[config.mk]
export PLATFORM = sky130hd
export DESIGN_NAME = mem_stage
export DESIGN_NICKNAME = d
export VERILOG_FILES = /design/src/rtl/mem_stage.sv
export SDC_FILE = /design/constraint.sdc
export NUM_CORES = 1
export LEC_CHECK = 0
export CELL_PAD_IN_SITES_DETAIL_PLACEMENT = 0
export CELL_PAD_IN_SITES_GLOBAL_PLACEMENT = 1
export CORE_MARGIN = 2
export CORE_UTILIZATION = 25
export CTS_CLUSTER_DIAMETER = 40
export CTS_CLUSTER_SIZE = 25
export DETAILED_ROUTE_END_ITERATION = 10
export HOLD_SLACK_MARGIN = 0.08
export PLACE_DENSITY = 0.82
export SETUP_SLACK_MARGIN = 0.4
export SYNTH_ARGS = -nofsm -noshare
export SYNTH_HDL_FRONTEND = slang
export SYNTH_SLANG_ARGS = --single-unit
[constraint.sdc]
create_clock -name clk -period 3.17 [get_ports clk]
set_input_delay 0.634 -clock clk [delete_from_list [all_inputs] [get_ports clk]]
set_output_delay 0.634 -clock clk [all_outputs]
set_load 0.01 [all_outputs]
[src/rtl/mem_stage.sv]
// mem_stage: memory-access pipeline stage with valid/ready dmem port, stall generation and MEM/WB register
module mem_stage #(
  parameter int TIMEOUT = 64,
  parameter int CNT_W   = 8
) (
  input  logic        clk,
  input  logic        rst,
  input  logic        en,
  input  logic        stage_EX_MEM__MEM_regwrite,
  input  logic        stage_EX_MEM__MEM_memtoreg,
  input  logic        stage_EX_MEM__MEM_memread,
  input  logic        stage_EX_MEM__MEM_memwrite,
  input  logic [31:0] stage_EX_MEM__MEM_alures,
  input  logic [31:0] stage_EX_MEM__MEM_store_data,
  input  logic [4:0]  stage_EX_MEM__MEM_rd_id,
  output logic        dmem_req_valid,
  input  logic        dmem_req_ready,
  output logic        dmem_req_we,
  output logic [29:0] dmem_req_addr,
  output logic [31:0] dmem_req_wdata,
  input  logic        dmem_rsp_valid,
  input  logic [31:0] dmem_rsp_rdata,
  output logic        MEM_stall_for_dmem,
  output logic        dmem_err,
  output logic [31:0] MEM__EX_for_help,
  output logic        MEM__FU_regwrite,
  output logic [4:0]  MEM__FU_rd_id,
  output logic        stage_MEM_WB__WB_regwrite,
  output logic        stage_MEM_WB__WB_memtoreg,
  output logic [31:0] stage_MEM_WB__WB_alures,
  output logic [31:0] stage_MEM_WB__WB_mem_data,
  output logic [4:0]  stage_MEM_WB__WB_rd_id
);
  typedef enum logic [1:0] {IDLE, REQ, RESP, HOLD} state_t;
  state_t state, state_nx;
  logic [CNT_W-1:0] cnt;
  logic [31:0] hold_data, mem_val;
  logic acc, busy, to, done;
  assign acc = stage_EX_MEM__MEM_memread | stage_EX_MEM__MEM_memwrite;
  assign busy = state == REQ || state == RESP;
  assign to = TIMEOUT != 0 && busy && cnt == CNT_W'(TIMEOUT);
  // memwrite dominates, so a simultaneous read+write completes as a store
  assign done = to
    || (state == IDLE || state == REQ) && acc && stage_EX_MEM__MEM_memwrite && dmem_req_ready
    || state == RESP && dmem_rsp_valid;
  assign dmem_req_valid = !rst && (state == IDLE && acc || state == REQ && !to);
  assign dmem_req_we = stage_EX_MEM__MEM_memwrite;
  assign dmem_req_addr = stage_EX_MEM__MEM_alures[31:2];
  assign dmem_req_wdata = stage_EX_MEM__MEM_store_data;
  assign MEM_stall_for_dmem = (state == IDLE && acc || busy) && !done;
  assign MEM__EX_for_help = stage_EX_MEM__MEM_alures;
  assign MEM__FU_regwrite = stage_EX_MEM__MEM_regwrite;
  assign MEM__FU_rd_id = stage_EX_MEM__MEM_rd_id;
  assign mem_val = state == HOLD ? hold_data
    : state == RESP && dmem_rsp_valid && !to ? dmem_rsp_rdata : '0;
  always_comb
    state_nx = done ? (en ? IDLE : HOLD)
      : state == IDLE ? (acc ? (dmem_req_ready ? RESP : REQ) : IDLE)
      : state == REQ ? (dmem_req_ready ? RESP : REQ)
      : state == HOLD ? (en ? IDLE : HOLD) : RESP;
  always_ff @(posedge clk) begin
    if (rst) begin
      state <= IDLE;
      cnt <= '0;
      dmem_err <= 1'b0;
      hold_data <= '0;
      stage_MEM_WB__WB_regwrite <= 1'b0;
      stage_MEM_WB__WB_memtoreg <= 1'b0;
      stage_MEM_WB__WB_alures <= '0;
      stage_MEM_WB__WB_mem_data <= '0;
      stage_MEM_WB__WB_rd_id <= '0;
    end else begin
      state <= state_nx;
      cnt <= done ? '0 : busy ? cnt + 1'b1 : cnt;
      dmem_err <= dmem_err | to;
      if (done) hold_data <= mem_val;
      if (en) begin
        stage_MEM_WB__WB_regwrite <= MEM_stall_for_dmem ? 1'b0 : stage_EX_MEM__MEM_regwrite;
        stage_MEM_WB__WB_memtoreg <= MEM_stall_for_dmem ? 1'b0 : stage_EX_MEM__MEM_memtoreg;
        stage_MEM_WB__WB_alures <= MEM_stall_for_dmem ? '0 : stage_EX_MEM__MEM_alures;
        stage_MEM_WB__WB_mem_data <= MEM_stall_for_dmem ? '0 : mem_val;
        stage_MEM_WB__WB_rd_id <= MEM_stall_for_dmem ? '0 : stage_EX_MEM__MEM_rd_id;
      end
    end
  end
endmodule

==> run_results.csv, run 1 <==
group,metric,value,unit
layout,drive_above_1_share,0.08987,
timing,hold_violations,0,
worst_setup_path,crit_chain,"inv_1 > ha_1 > or4b_4 > o211ai_4 > nor2_1 > clkbuf_2",
logic_synthesis,synthTopCellsByArea,"dfxtp_1, buf_4, a22o_1",
logic_synthesis,synth_top_family_by_area,"compound AO/OA/AOI/OAI gates",
timing,period_share,0.8253,
power_and_ir_drop,peakVddDrop,0.3277,mV
logic_synthesis,synth-adder-area-share,0.01542,
clock_network,holdBufCountCts,0,
clock_network,clockBufferDepth,2,
logic_synthesis,synth_top_area_share,0.4688,
place,dp_hpwl,8945,um
logic_synthesis,yosysMostFrequentCell,"dfxtp_1",
clock_network,ctsResizeCount,6,
timing,worst_pin_slew,0.9025,ns
clock_network,cts_buffers,17,
grt,grtUsageTotal,0.1229,
timing,worst_slack,0.5537,ns
logic_synthesis,yosys_warnings,0,
logic_synthesis,synth-seq-cells,114,
timing,max_freq,0.3822,GHz
status,status,"completed",
die,ios,285,
die,dieHeight,143.6,um
grt,grt_overflow,0,
timing,holdWs,0.4488,ns
clock_network,post_cts_buffers,0,
grt,grt_pass1_vias,3525,
drt,first_iter_violations,175,
timing,final.setup_skew,0.009106,ns
worst_setup_path,ff2ff_setup_slack,0.78,ns
clock_network,cts_sinks,114,
clock_network,clk_transition_reported_paths,0.06,ns
clock_network,worstSkewPairLatency,0.40,ns
grt,grt_pass1_wl,19140,um
worst_setup_path,cp_max_fo,3,
logic_synthesis,synthesis.nets,600,
clock_network,clockRootBuffer,"clkbuf_16",
drt,route.vias.total,3871,
power_and_ir_drop,p_leak,0.002534,uW
layout,antenna_cells,0,
logic_synthesis,synthSimpleGateAreaFrac,0.06065,
logic_synthesis,synth.distinct_cells,33,
clock_network,tritoncts,"yes",
layout,final_cells,877,
die,num_rows,51,
timing,relSlewSlack,0.3970,
die,start_util,0.2526,
timing,maxSlewViolCount,0,
logic_synthesis,synth-xor-area-share,0.01259,
worst_setup_path,critical_path_class,"flip-flop to output pin",
logic_synthesis,yosys-top-cells-count,"dfxtp_1, buf_4, a22o_1",
die,core_area,19270,sq um
logic_synthesis,synthFlopType,"dfxtp_1",
logic_synthesis,syn_area,4868,sq um
logic_synthesis,async_flop_share,0,
timing,final.min_clock_period,2.616,ns
die,die_w,143.6,um
min_path,hp-class,"flip-flop to flip-flop",
worst_setup_path,worstPathArrival,1.98,ns
worst_setup_path,crit_slowest_cell,"or4b_4",
logic_synthesis,synth-edff-count,0,
place,place.gp.congestion,0.7378,
logic_synthesis,muxShareOfSynthArea,0.004112,
grt,grt_start_max_net_pins,72,
die,dieArea,20610,sq um
min_path,holdPathStages,2,
layout,final_nets,715,
worst_setup_path,rr_worst_depth,9,
timing,setup_viol,0,
drt,viasPerCell,4.414,
grt,antenna_found_initial,0,
drt,ant_nets,0,
logic_synthesis,synth-compound-area-share,0.2421,
layout,fin_area,7224,sq um
worst_setup_path,start_kind,"flip-flop",
logic_synthesis,synth_area_per_cell,10.06,sq um
place,place_ws,0.3172,ns
power_and_ir_drop,power_density,603.1,nW/um^2
drt,wl,13140,um
worst_setup_path,max_stage_delay,0.50,ns
logic_synthesis,ys_seq_area_frac,0.4688,
timing,setup_tns,0,ns
logic_synthesis,synth_top_area_cell,"dfxtp_1",
place,place_area,6624,sq um
timing,rsz0062_at_grt,"no",
flow_run,cap_violations,0,
place,placed_cells,845,
layout,synthToLayoutAreaGrowth,48.39,%
place,port_buffers,220,
logic_synthesis,syn_inst,484,
drt,drc,0,
drt,dr.pass1.iters,5,
worst_setup_path,cp-end-kind,"output pin",
clock_network,htree_num_levels,4,
worst_setup_path,required,2.54,ns
drt,wl_per_cell,14.99,um
## per-stage QoR
step	power [uW]	utilization
after floorplan	2088	-
after global placement	2459	0.3437
after detailed placement	2463	0.3437
after CTS	4453	0.3754
after global routing	4568	0.3749
final	4357	0.3749
## cell type report
cell class	count	area [sq um]
inverters	6	22.52
clock buffers	17	425.4
flip-flops and latches	114	2285
repair buffers	231	2312
multi-input cells	229	1665
fillers	1909	12050
clock inverters	15	182.7
well taps	265	331.6
## placed cells by master, fill, tap and decap left out, drive strengths merged, types with 4 or more instances in the layout
cell and count:
ha 6, nand2 37, xnor2 4, a32o 32
clkdlybuf4s50 218, nor2 5, o21ai 35, dfxtp 114
a21oi 5, nor3 9, buf 11, a22o 39
inv 9, a22oi 32, clkinv 8, clkbuf 19
## critical path, delay by kind of cell (launching register included)
family                   cells  cell delay [ns]
AND/OR/NAND/NOR              2             0.57
flip-flops                   1             0.34
adder cells (fa/ha/maj)      1             0.30
buffers and inverters        2             0.19
AO/OA/AOI/OAI                1             0.19
## final timing paths
| kind | end | startpoint |
|---|---|---|
| max | MEM_stall_for_dmem | state[0]$_SDFF_PP0_ |
| max reg2reg | stage_MEM_WB__WB_mem_data[7]$_SDFFE_PP0P_ | state[0]$_SDFF_PP0_ |
| min | stage_MEM_WB__WB_mem_data[9]$_SDFFE_PP0P_ | stage_MEM_WB__WB_mem_data[9]$_SDFFE_PP0P_ |
| min reg2reg | stage_MEM_WB__WB_mem_data[9]$_SDFFE_PP0P_ | stage_MEM_WB__WB_mem_data[9]$_SDFFE_PP0P_ |
## registers in the layout, summed over array words and instances (netlist names)
name / count
cnt: 8
dmem_err: 1
hold_data: 32
stage_MEM_WB__WB_alures: 32
stage_MEM_WB__WB_mem_data: 32
stage_MEM_WB__WB_memtoreg: 1
stage_MEM_WB__WB_rd_id: 5
stage_MEM_WB__WB_regwrite: 1
state: 2
## report_power, final
| group | leakage (uW) | switching (uW) | internal, uW |
|---|---|---|---|
| Combinational | 0.00131 | 405 | 434 |
| Sequential | 0.000925 | 50.0 | 1520 |
| Clock | 0.000298 | 701 | 1240 |
## cell families after synthesis
group                    count (synthesis)
multiplexers                             2
adder cells (fa/ha/maj)                  6
flip-flops                             114
buffers and inverters                  141
XOR/XNOR                                 7
AND/OR/NAND/NOR                         63
AO/OA/AOI/OAI                          151
## layer usage
layer | share of wire | wire length, um | up-vias | track usage
li1 | - | - | 1900 | -
met1 | 0.44 | 5828 | 1860 | 0.1514
met5 | 0 | 0 | - | 0
met2 | 0.49 | 6467 | 94 | 0.1992
met3 | 0.048 | 637 | 17 | 0.03466
met4 | 0.016 | 211 | 0 | 0.05573
Note: power is estimated with default switching activity, not from simulation.
==> run 2: changes to the inputs <==
clock period = 2.5 ns   (was 3.17 ns; I/O delays follow)
==> run 2 against run 1 <==
Global-route usage is essentially flat. Largest cell class unchanged. Power rose by 35%. Critical path depth unchanged. Register-to-register slack got worse by 0.57 ns. Final cell count increased by 0.80%. Count of clock-buffer cells in the layout grew 3. Via count is 1.4% higher. Routed wire length grew 1.2%. Cell area up 3.0%. Sequential share of layout area down 0.93 points. Combinational power grew 36%.
==> run_results.csv, run 2 (synthesis results as in run 1) <==
group,metric,value,unit
place,place.gp.congestion,0.7458,
worst_setup_path,crit_slowest_cell,"or4b_4",
worst_setup_path,cp-end-kind,"output pin",
clock_network,clockBufferDepth,2,
clock_network,clockRootBuffer,"clkbuf_16",
worst_setup_path,critPathTopFamily,"simple AND/OR/NAND/NOR gates",
timing,setup_viol,0,
die,ios,285,
worst_setup_path,max_stage_delay,0.49,ns
clock_network,cts_buffers,17,
grt,grt_use_met3,0.04299,
drt,wl_per_cell,15.04,um
min_path,hp-class,"flip-flop to flip-flop",
drt,drc,0,
worst_setup_path,r2r_end,"hold_data[6]$_SDFFE_PP0P_",
worst_setup_path,path_buf_inv,2,
layout,final_cell_mix,"clkdlybuf4s50_1, dfxtp_1, a22o_1, nand2_1",
clock_network,htree_num_levels,4,
layout,seqCellArea,2285,sq um
drt,ant_nets,0,
die,core_area,19270,sq um
die,die_w,143.6,um
worst_setup_path,start_kind,"flip-flop",
drt,wl,13300,um
layout,drive_above_1_share,0.1050,
clock_network,holdBufCountCts,0,
grt,grt_overflow,0,
grt,gr-usage-met2,0.1900,
timing,final.min_clock_period,2.414,ns
layout,multiInputGateArea,1679,sq um
grt,use_met1,0.1539,
clock_network,cts_sinks,114,
worst_setup_path,cp_max_fo,2,
grt,grt_start_max_net_pins,65,
timing,period_share,0.9658,
timing,setup_tns,0,ns
timing,relSlewSlack,0.7356,
timing,rsz0062_at_grt,"yes",
timing,max_freq,0.4142,GHz
layout,top_regs,"hold_data x32, stage_MEM_WB__WB_alures x32, stage_MEM_WB__WB_mem_data x32",
drt,dr.pass1.iters,4,
min_path,hold_start,"stage_MEM_WB__WB_mem_data[8]$_SDFFE_PP0P_",
clock_network,worstSkewPairLatency,0.40,ns
timing,worst_pin_slew,0.3966,ns
min_path,holdPathStages,2,
timing,final.setup_skew,0.006260,ns
worst_setup_path,rr_worst_depth,8,
worst_setup_path,r2r_start,"state[1]$_SDFF_PP0_",
timing,hold_violations,0,
grt,grt_busiest_layer,"met2",
worst_setup_path,critical_path_class,"flip-flop to output pin",
drt,viasPerCell,4.440,
grt,grt_pass1_wl,19200,um
grt,antenna_found_initial,0,
drt,first_iter_violations,215,
flow_run,cap_violations,0,
power_and_ir_drop,peakVddDrop,0.3020,mV
place,dp_hpwl,8914,um
die,dieArea,20610,sq um
worst_setup_path,ff2ff_setup_slack,0.21,ns
die,dieHeight,143.6,um
die,start_util,0.2526,
layout,synthToLayoutAreaGrowth,52.89,%
grt,grtUsageTotal,0.1226,
power_and_ir_drop,power_density,788.3,nW/um^2
worst_setup_path,worstPathArrival,1.91,ns
clock_network,tritoncts,"yes",
min_path,min_to,"stage_MEM_WB__WB_mem_data[8]$_SDFFE_PP0P_",
clock_network,clk_transition_reported_paths,0.05,ns
worst_setup_path,crit_chain,"inv_2 > ha_4 > or4b_4 > o211ai_4 > nor2_4 > buf_6",
layout,final_nets,724,
place,place_ws,0.004684,ns
timing,maxSlewViolCount,0,
drt,route.vias.total,3925,
grt,grt_pass1_vias,3625,
layout,layout_commonest_cell,"clkdlybuf4s50_1",
worst_setup_path,required,2.00,ns
status,status,"completed",
timing,worst_slack,0.08556,ns
power_and_ir_drop,p_leak,0.002864,uW
die,num_rows,51,
layout,antenna_cells,0,
place,port_buffers,220,
layout,fill_cells,1912,
## run 2: final cells by class
cell class,instances,share of cell area
Inverter,6,0.003026
Timing Repair Buffer,240,0.3308
Tap cell,265,0.04455
Multi-Input combinational cell,229,0.2256
Clock inverter,10,0.02774
Clock buffer,20,0.06135
Sequential cell,114,0.3069
## run 2: how the worst max path moves through the flow
stage,startpoint,end,slack (ns),cells past startpoint
2_1_floorplan,state[0]$_SDFF_PP0_,MEM_stall_for_dmem,0.30,7
3_3_place_gp,stage_EX_MEM__MEM_memwrite,MEM_stall_for_dmem,0.03,5
3_5_place_dp,stage_EX_MEM__MEM_memwrite,MEM_stall_for_dmem,0.005,5
4_1_cts,state[1]$_SDFF_PP0_,MEM_stall_for_dmem,0.08,6
5_1_grt,state[1]$_SDFF_PP0_,MEM_stall_for_dmem,0.005,6
6_report,state[1]$_SDFF_PP0_,MEM_stall_for_dmem,0.09,6
## run 2: power by group
part	switching, uW	internal [uW]	leakage [uW]
combinational	543	600	0.00162
sequential	62.9	1930	0.000925
clock	823	1910	0.000322
## run 2: worst reg2reg max path, cell delays in order (launching register included)
cell,delay [ns]
dfxtp_2,0.34
inv_2,0.05
ha_4,0.25
or4b_4,0.49
o211ai_4,0.21
buf_4,0.25
nor2b_2,0.22
buf_12,0.21
a32o_1,0.20
## run 2: repair_timing
item / 4_1_cts / 5_1_grt
buffers inserted: 4 / 0
setup endpoints to repair: 123 / 131
resized for setup: 28 / 24
endpoints found under the hold margin: 0 / 0
pin swaps: 3 / 0
## run 2: through the flow
step | hold slack [ns] | cell area, sq um | util | power, uW | std cells
3_3_place_gp | 0.4332 | 6711 | 0.3483 | 3165 | 850
4_1_cts | 0.4493 | 7383 | 0.3831 | 5943 | 884
5_1_grt | 0.4687 | 7443 | 0.3862 | 6125 | 884
6_report | 0.4459 | 7443 | 0.3862 | 5867 | 884
3_5_place_dp | 0.4418 | 6711 | 0.3483 | 3171 | 850
2_1_floorplan | 0.4423 | 4905 | - | 2684 | 484
## run 2: per-layer routing
metal | routed length, um | share of wire
met1 | 5974 | 0.45
met2 | 6417 | 0.48
met5 | 0 | 0
met3 | 718 | 0.054
met4 | 189 | 0.014
